`config.mk`:
```
export PLATFORM = sky130hd
export DESIGN_NAME = wb_stage
export DESIGN_NICKNAME = d
export VERILOG_FILES = /design/src/rtl/wb_stage.sv
export SDC_FILE = /design/constraint.sdc
export NUM_CORES = 1
export LEC_CHECK = 0
export CORE_MARGIN = 2
export CORE_UTILIZATION = 36
export DETAILED_ROUTE_END_ITERATION = 6
export PLACE_DENSITY_LB_ADDON = 0.3
export SYNTH_ARGS = -nofsm -noshare
export SYNTH_HDL_FRONTEND = slang
export SYNTH_SLANG_ARGS = --single-unit
```
`constraint.sdc`:
```
create_clock -name clk -period 3.8 [get_ports clk]
set_input_delay 0.57 -clock clk [delete_from_list [all_inputs] [get_ports clk]]
set_output_delay 0.57 -clock clk [all_outputs]
set_load 0.01 [all_outputs]
```
`src/rtl/wb_stage.sv`:
```
// wb_stage: write-back stage of the five-stage MIPS pipeline.
// Holds one instruction, writes the register file once per instruction,
// feeds the ID-stage bypass, and stretches TLB instructions to two cycles so
// the TLB update lands before anything younger retires.
// Optional trace port: define DEBUG_TRACE_EN to add debug_wb_* outputs.
module wb_stage (
    input  logic        clk,
    input  logic        reset,
    input  logic        ms_to_ws_valid,
    output logic        ws_allowin,
    input  logic [31:0] ms_pc,
    input  logic [4:0]  ms_dest,
    input  logic [3:0]  ms_rf_we,
    input  logic [31:0] ms_result,
    input  logic        ms_mfc0,
    input  logic        ms_tlb,
    input  logic [31:0] cp0_rdata,
    input  logic        flush,
    output logic [3:0]  rf_we,
    output logic [4:0]  rf_waddr,
    output logic [31:0] rf_wdata,
    output logic [4:0]  ws_dest,
    output logic [3:0]  ws_rf_we,
    output logic [31:0] ws_result,
    output logic        ws_mfc0,
    output logic        ws_tlb,
    output logic        tlb_commit
`ifdef DEBUG_TRACE_EN
    ,
    output logic [31:0] debug_wb_pc,
    output logic [3:0]  debug_wb_rf_we,
    output logic [4:0]  debug_wb_rf_wnum,
    output logic [31:0] debug_wb_rf_wdata
`endif
);

    typedef enum logic [1:0] {IDLE, RUN, TLB_WAIT} state_t;

    state_t      state, state_next;
    logic        tlb_cnt;      // 0: first TLB cycle, 1: final TLB cycle
    logic        ws_valid;
    logic        ws_ready_go;
    logic        accept;

    logic [4:0]  dest_q;
    logic [3:0]  we_q;
    logic [31:0] result_q;
    logic        mfc0_q;
    logic        tlb_q;
    logic [31:0] wdata;

    // A flush kills only the instruction being offered, never the held one.
    assign accept = ms_to_ws_valid & ws_allowin & ~flush;

    // State register.
    always_ff @(posedge clk or posedge reset) begin
        if (reset) state <= IDLE;
        else       state <= state_next;
    end

    // Tracks which of the two TLB cycles the held instruction is in.
    always_ff @(posedge clk or posedge reset) begin
        if (reset)                               tlb_cnt <= 1'b0;
        else if (accept)                         tlb_cnt <= 1'b0;
        else if (state == TLB_WAIT && !tlb_cnt)  tlb_cnt <= 1'b1;
    end

    // Pipeline register: loads on every transfer, so retire and refill share an edge.
    always_ff @(posedge clk or posedge reset) begin
        if (reset) begin
            dest_q   <= 5'd0;
            we_q     <= 4'd0;
            result_q <= 32'd0;
            mfc0_q   <= 1'b0;
            tlb_q    <= 1'b0;
        end else if (accept) begin
            dest_q   <= ms_dest;
            we_q     <= ms_rf_we;
            result_q <= ms_result;
            mfc0_q   <= ms_mfc0;
            tlb_q    <= ms_tlb;
        end
    end

    // Next state: a new instruction wins over retirement to avoid a bubble.
    always_comb begin
        state_next = state;
        if (accept)           state_next = ms_tlb ? TLB_WAIT : RUN;
        else if (ws_ready_go) state_next = IDLE;
    end

    // Outputs decoded from state and the latched instruction.
    always_comb begin
        ws_valid    = (state != IDLE);
        ws_ready_go = (state == RUN) || (state == TLB_WAIT && tlb_cnt);
        ws_allowin  = !ws_valid || ws_ready_go;
        tlb_commit  = (state == TLB_WAIT) && tlb_cnt;

        wdata       = mfc0_q ? cp0_rdata : result_q;
        rf_waddr    = dest_q;
        rf_wdata    = wdata;
        // Single write, in the retire cycle; $0 is never written.
        rf_we       = (ws_valid && ws_ready_go && dest_q != 5'd0) ? we_q : 4'd0;

        // Bypass bus reflects the held instruction for its whole stay.
        ws_dest     = (ws_valid && we_q != 4'd0) ? dest_q : 5'd0;
        ws_rf_we    = ws_valid ? we_q  : 4'd0;
        ws_result   = ws_valid ? wdata : 32'd0;
        ws_mfc0     = ws_valid & mfc0_q;
        ws_tlb      = ws_valid & tlb_q;
    end

`ifdef DEBUG_TRACE_EN
    logic [31:0] pc_q;

    // PC is only needed by the trace port.
    always_ff @(posedge clk or posedge reset) begin
        if (reset)       pc_q <= 32'd0;
        else if (accept) pc_q <= ms_pc;
    end

    // Trace mirrors the regfile write in the retire cycle.
    always_comb begin
        debug_wb_pc       = (ws_valid && ws_ready_go) ? pc_q : 32'd0;
        debug_wb_rf_we    = rf_we;
        debug_wb_rf_wnum  = rf_waddr;
        debug_wb_rf_wdata = rf_wdata;
    end
`else
    logic unused_pc;
    assign unused_pc = ^ms_pc;
`endif

endmodule

```
==> flow_summary.yaml <==
synthesis:
  syn-num-nets: 309
  synth-simple-area-share_pct: 14.5
  synth_top_family_by_area: "multiplexers"
  syn_area_sq_um: 2500
  yosys_most_used_dff: "dfrtp_1"
  ys_warn_count: 0
  ys_seq_area_share_pct: 46.0
  netlist_instances: 198
  avgSynthCellArea_sq_um: 12.7
  synth_edf_count: 0
  synthXorXnorAreaFrac_pct: 0
  async_flop_share_pct: 100
  muxShareOfSynthArea_pct: 33.7
  synth_compound_area_share_pct: 2.25
  ys_seq_elements: 46
  ys_types: 25
  synth-adder-area-share_pct: 0
setup_path:
  worstSetupStartpointType: "register"
  cp_data_arrival_time_ns: 2.37
  slowest_delay_ns: 0.51
  crit_buf_inv: 2
  slowest_stage: "nor2_2"
  path_class: "register to output pin"
  cp.required_ns: 3.23
  worstPathMaxFanout: 25
  crit_chain: "nor2_2, buf_4, and2b_1, clkdlybuf4s50_1"
  r2r_setup_slack_ns: 1.85
  critical_path.endpoint_type: "output pin"
  cp_top_family: "buffers and inverters"
pwr:
  switching_share_pct: 31.5
  seq_power_share_pct: 29.2
  p_leak_nw: 1.70
  p_per_area_nw_per_um2: 613
  cellInternalPower_mw: 1.81
  power_mw: 2.64
  p_comb_share_pct: 57.7
  power.clock.fraction_pct: 13.1
  switching_power_mw: 0.831
  peakVddDrop_mv: 0.288
floorplan:
  io_pins: 197
  die_x_um: 87.4
  coreArea_sq_um: 6760
  die_h_um: 87.4
  fp.dieArea_sq_um: 7640
  num_rows: 30
  initial_core_util_pct: 37.1
clocking:
  clock-sinks: 46
  clk_pin_slew_ns: 0.08
  postCtsHoldBufs: 0
  cts_root_buf: "clkbuf_8"
  clk_path_buf_depth: 2
  ctsResizeCount: 0
  post-cts-setup-buffers: 0
  cts_tree: "yes"
  clk_latency_ns: 0.29
  cts_max_level: 2
  cts_made_buffers: 5
hold_path:
  min_path_type: "register to register"
global_routing:
  antenna_found_initial: 0
  grt_max_degree: 47
  grt_first_pass_wirelength_um: 10400
  gr-total-overflow: 0
  grt_pass1_vias: 2194
  grt_usage_pct: 17.3
sta:
  setup_viol: 0
  holdWs_ns: 0.505
  skew_ns: 0.00566
  final-hold-violation-count: 0
  drv_slew: 0
  layout_min_cycle_time_ns: 2.94
  worst_pin_slew_ns: 0.946
  fmax_mhz: 341
  rsz0062_at_grt: "false"
  final.setup.tns_ns: 0
  max_slew_margin_pct: 36.8
  fin_crit_sh_pct: 77.3
layout:
  n_fill_cell: 565
  instances_no_fill: 440
  final_cell_mix: "clkdlybuf4s50_1, mux2_2, dfrtp_1, nor2b_1, and2_1"
  area.growth.synth_to_final_pct: 72.0
  nets: 470
  mostFrequentLayoutCell: "clkdlybuf4s50_1"
  n_antenna_cell: 0
  drive_gt1_share_pct: 23.6
placed_design:
  dp_cells: 432
  globalplace.congestion: 0.697
  io_buffers: 164
  place_hpwl_um: 5070
drt:
  viasPerCell: 4.77
  routed_wl_um: 6620
  drt_iter0_drc: 42
  drc: 0
  drtAntennaViolNets: 0
  dr.pass1.iters: 4
  routedWlPerCell_um: 15.0
  vias: 2099
outcome:
  status: "finished clean"
job:
  max-cap-violations: 0
worst reg2reg max path: cells and delay by family, from the launching register on:
| kind | cells | cell delay [ns] |
|---|---|---|
| AOI/OAI and AO/OA | 1 | 0.56 |
| and+or+nand+nor | 1 | 0.20 |
| buffers and inverters | 1 | 0.28 |
| DFF | 1 | 0.46 |
| muxes | 1 | 0.36 |
power by group through the flow:
stage | clock network, mW | logic (mW) | registers (mW)
6_report | 0.347 | 1.52 | 0.771
5_1_grt | 0.385 | 1.64 | 0.799
4_1_cts | 0.363 | 1.54 | 0.775
3_5_place_dp | 0 | 1.54 | 0.782
3_3_place_gp | 0 | 1.51 | 0.773
2_1_floorplan | 0 | 0.785 | 0.742
Yosys cell counts (2+ instances only):
master	instances	area share [%]
and2_1	9	2.2
and2b_1	8	2.4
buf_2	4	0.80
buf_4	3	0.90
buf_6	2	0.90
clkbuf_1	3	0.45
dfrtp_1	46	46
inv_1	2	0.30
mux2_1	3	1.3
mux2_2	72	32
nand2b_1	2	0.50
nor2_1	2	0.30
nor2b_1	30	7.5
sequential cells by signal (all words and copies together) (netlist names):
name and flops:
mfc0_q 1, result_q 32, rf_waddr 5, state 2, tlb_cnt 1, tlb_q 1, we_q 4
cells by family (layout without fill, tap and decap cells):
group | after synthesis | after routing
compound gates | 6 | 6
buf+inv | 15 | 177
flops | 46 | 46
mux | 75 | 75
simple gates | 56 | 56
path summary, 6_finish.rpt:
path / from / to / depth (start not counted)
min reg2reg: result_q[20] / result_q[20] / 1
max: state[1] / ws_result[20] / 4
max reg2reg: state[0] / result_q[12] / 4
min: result_q[20] / result_q[20] / 1
max in group asynchronous: reset / rf_waddr[2] / 2
min in group asynchronous: reset / result_q[0] / 2
area by class of cell:
cell class	instances	area (sq um)	share of cell area, %
timing repair buffer	167	1680	38.9
multi-input combinational	137	1270	29.4
sequential	46	1150	26.7
tap	80	100	2.32
clock buffer	7	76.3	1.77
clock inverter	1	30.0	0.697
inverter	2	7.51	0.174
layer usage:
metal  part of all wire [%]  track usage, %
met5                      0               0
met4                   0.98            4.76
met3                    8.2            5.40
met2                     51            30.5
met1                     39            20.3
through the flow:
step,worst slack [ns],utilization [%],cell area (sq um)
after floorplan,1.91,-,2500
after global placement,1.18,62.2,4200
after detailed placement,1.16,62.2,4200
after CTS,0.820,63.8,4310
after global routing,0.688,63.8,4310
final,0.863,63.8,4310
Note: power is estimated with default switching activity, not from simulation.
==> patch (same flow settings) <==
Add an input register stage for `cp0_rdata`, cleared by the reset; this delays it by one clock. The other inputs are not delayed to match.
--- a/src/rtl/wb_stage.sv
+++ b/src/rtl/wb_stage.sv
@@ -36,4 +36,14 @@
 
     typedef enum logic [1:0] {IDLE, RUN, TLB_WAIT} state_t;
+
+    logic [31:0] cp0_rdata_q;
+
+    always_ff @(posedge clk or posedge reset) begin
+        if (reset) begin
+            cp0_rdata_q <= '0;
+        end else begin
+            cp0_rdata_q <= cp0_rdata;
+        end
+    end
 
     state_t      state, state_next;
@@ -97,5 +107,5 @@
         tlb_commit  = (state == TLB_WAIT) && tlb_cnt;
 
-        wdata       = mfc0_q ? cp0_rdata : result_q;
+        wdata       = mfc0_q ? cp0_rdata_q : result_q;
         rf_waddr    = dest_q;
         rf_wdata    = wdata;
Behaviour: not the same (Yosys sat finds a counterexample within 4 cycles, from zero or initial values and one cycle with reset high).
==> patch against the unedited design <==
  * Maximum frequency increased by 4.2%
  * Critical path type unchanged
  * Routed wire length rose by 20%
  * Synthesized area up 32%
  * Design area increased by 23%
  * Sequential cell count up 32
  * Power increased by 30%
  * Synthesized cell count increased by 16%
  * Worst setup slack better by 0.12 ns
==> patch: results <==
export IMPL_status="finished, final reports clean"
export IMPL_syn_nets=341
export IMPL_p_leak_nw=2.160
export IMPL_clock_latency_ns=0.34
export IMPL_syn_inst=230
export IMPL_dp_hpwl_mm=5.781
export IMPL_wl_mm=7.937
export IMPL_grt_pass1_vias=2654
export IMPL_grt_max_degree=60
export IMPL_cts_htree_levels=3
export IMPL_grt_met1_usage=0.2045
export IMPL_min_to="result_q[4]"
export IMPL_gp_routability_congestion=0.7128
export IMPL_seqPwrFrac=0.332
export IMPL_r2r_slack_ns=1.79
export IMPL_vdd_ir_drop_max_v=0.0003134
export IMPL_drive_gt1_frac=0.2413
export IMPL_r2r_end="mfc0_q"
export IMPL_place_inst=494
export IMPL_preCtsSetupSlack_ns=1.228
export IMPL_fillerInstances=736
export IMPL_yosysSeqAreaShare=0.5905
export IMPL_numCtsBuffers=9
export IMPL_final_setup_skew_ns=0.007144
export IMPL_synth_common_cells="dfrtp_1 (78), mux2_2 (72), nor2b_1 (30)"
export IMPL_min_from="result_q[4]"
export IMPL_place_area_sq_mm=0.005067
export IMPL_grt_util_met3=0.05153
export IMPL_worstMarginPinSlew_ns=1.014
export IMPL_area_growth_pct=60.71
export IMPL_drt_iter0_markers=49
export IMPL_grt_use_total=0.1666
export IMPL_use_met2=0.2801
export IMPL_synthTopCellsByArea="dfrtp_1 (59%), mux2_2 (25%), nor2b_1 (5.7%)"
export IMPL_arrival_ns=2.25
export IMPL_vias_per_cell=4.737
export IMPL_grt_pass1_wl_mm=12.97
export IMPL_reg2reg_depth=4
## patch: cell types whose count changed in the layout (fill, tap and decap cells not counted), sizes merged
| cell | change |
|---|---|
| clkinv | +4 |
| buf | +2 |
| clkbuf | +2 |
| bufinv | +2 |
| dfrtp | +32 |
## patch: logic make-up (layout without fill, tap and decap cells)
family | count (synthesis) | after routing | synth area share
DFF | 78 | 78 | 0.5905
muxes | 75 | 75 | 0.2555
and+or+nand+nor | 56 | 56 | 0.1101
buffers and inverters | 15 | 187 | 0.02687
AOI/OAI and AO/OA | 6 | 6 | 0.01703
## patch: worst max-delay path by stage
stage	start	to	slack [ns]	cells after the start
finish	mfc0_q	ws_result[18]	0.98	4
CTS	mfc0_q	ws_result[18]	0.91	4
global placement	flush	mfc0_q	1.24	5
floorplan	reset	cp0_rdata_q[0]	1.23	1
global route	mfc0_q	ws_result[16]	0.86	4
detailed placement	flush	result_q[18]	1.23	5
## patch: power groups by stage
stage               clock network, W  logic (W)  registers [W]
floorplan                          0   0.000790        0.00111
global placement                   0    0.00155        0.00115
detailed placement                 0    0.00157        0.00116
CTS                         0.000778    0.00158        0.00115
global route                0.000822    0.00167        0.00117
finish                      0.000756    0.00155        0.00114
## patch: routing by layer
layer	vias up	share of wire
met4	0	0.013
met5	-	0
met2	103	0.49
met3	9	0.072
met1	1193	0.42
li1	1111	-
## patch: final cells by class
cell class / count / share of cell area
inverter: 2 / 0.001649
timing repair buffer: 169 / 0.3208
multi-input combinational: 137 / 0.2386
clock inverter: 7 / 0.02284
clock buffer: 9 / 0.02332
tap: 108 / 0.02544
sequential: 78 / 0.3674
## patch: worst max-delay path, cell delays in order (launching register included)
cell and delay [ns]:
dfrtp_1 0.64, buf_12 0.26, mux2_2 0.38, and2b_1 0.16, clkdlybuf4s50_1 0.47
## patch: through the flow
| stage | power, W | hold WS (ns) |
|---|---|---|
| global route | 0.003662 | 0.5238 |
| finish | 0.003449 | 0.4925 |
| global placement | 0.002692 | 0.4655 |
| CTS | 0.003503 | 0.4939 |
| detailed placement | 0.002730 | 0.4751 |
| floorplan | 0.001899 | 0.4541 |
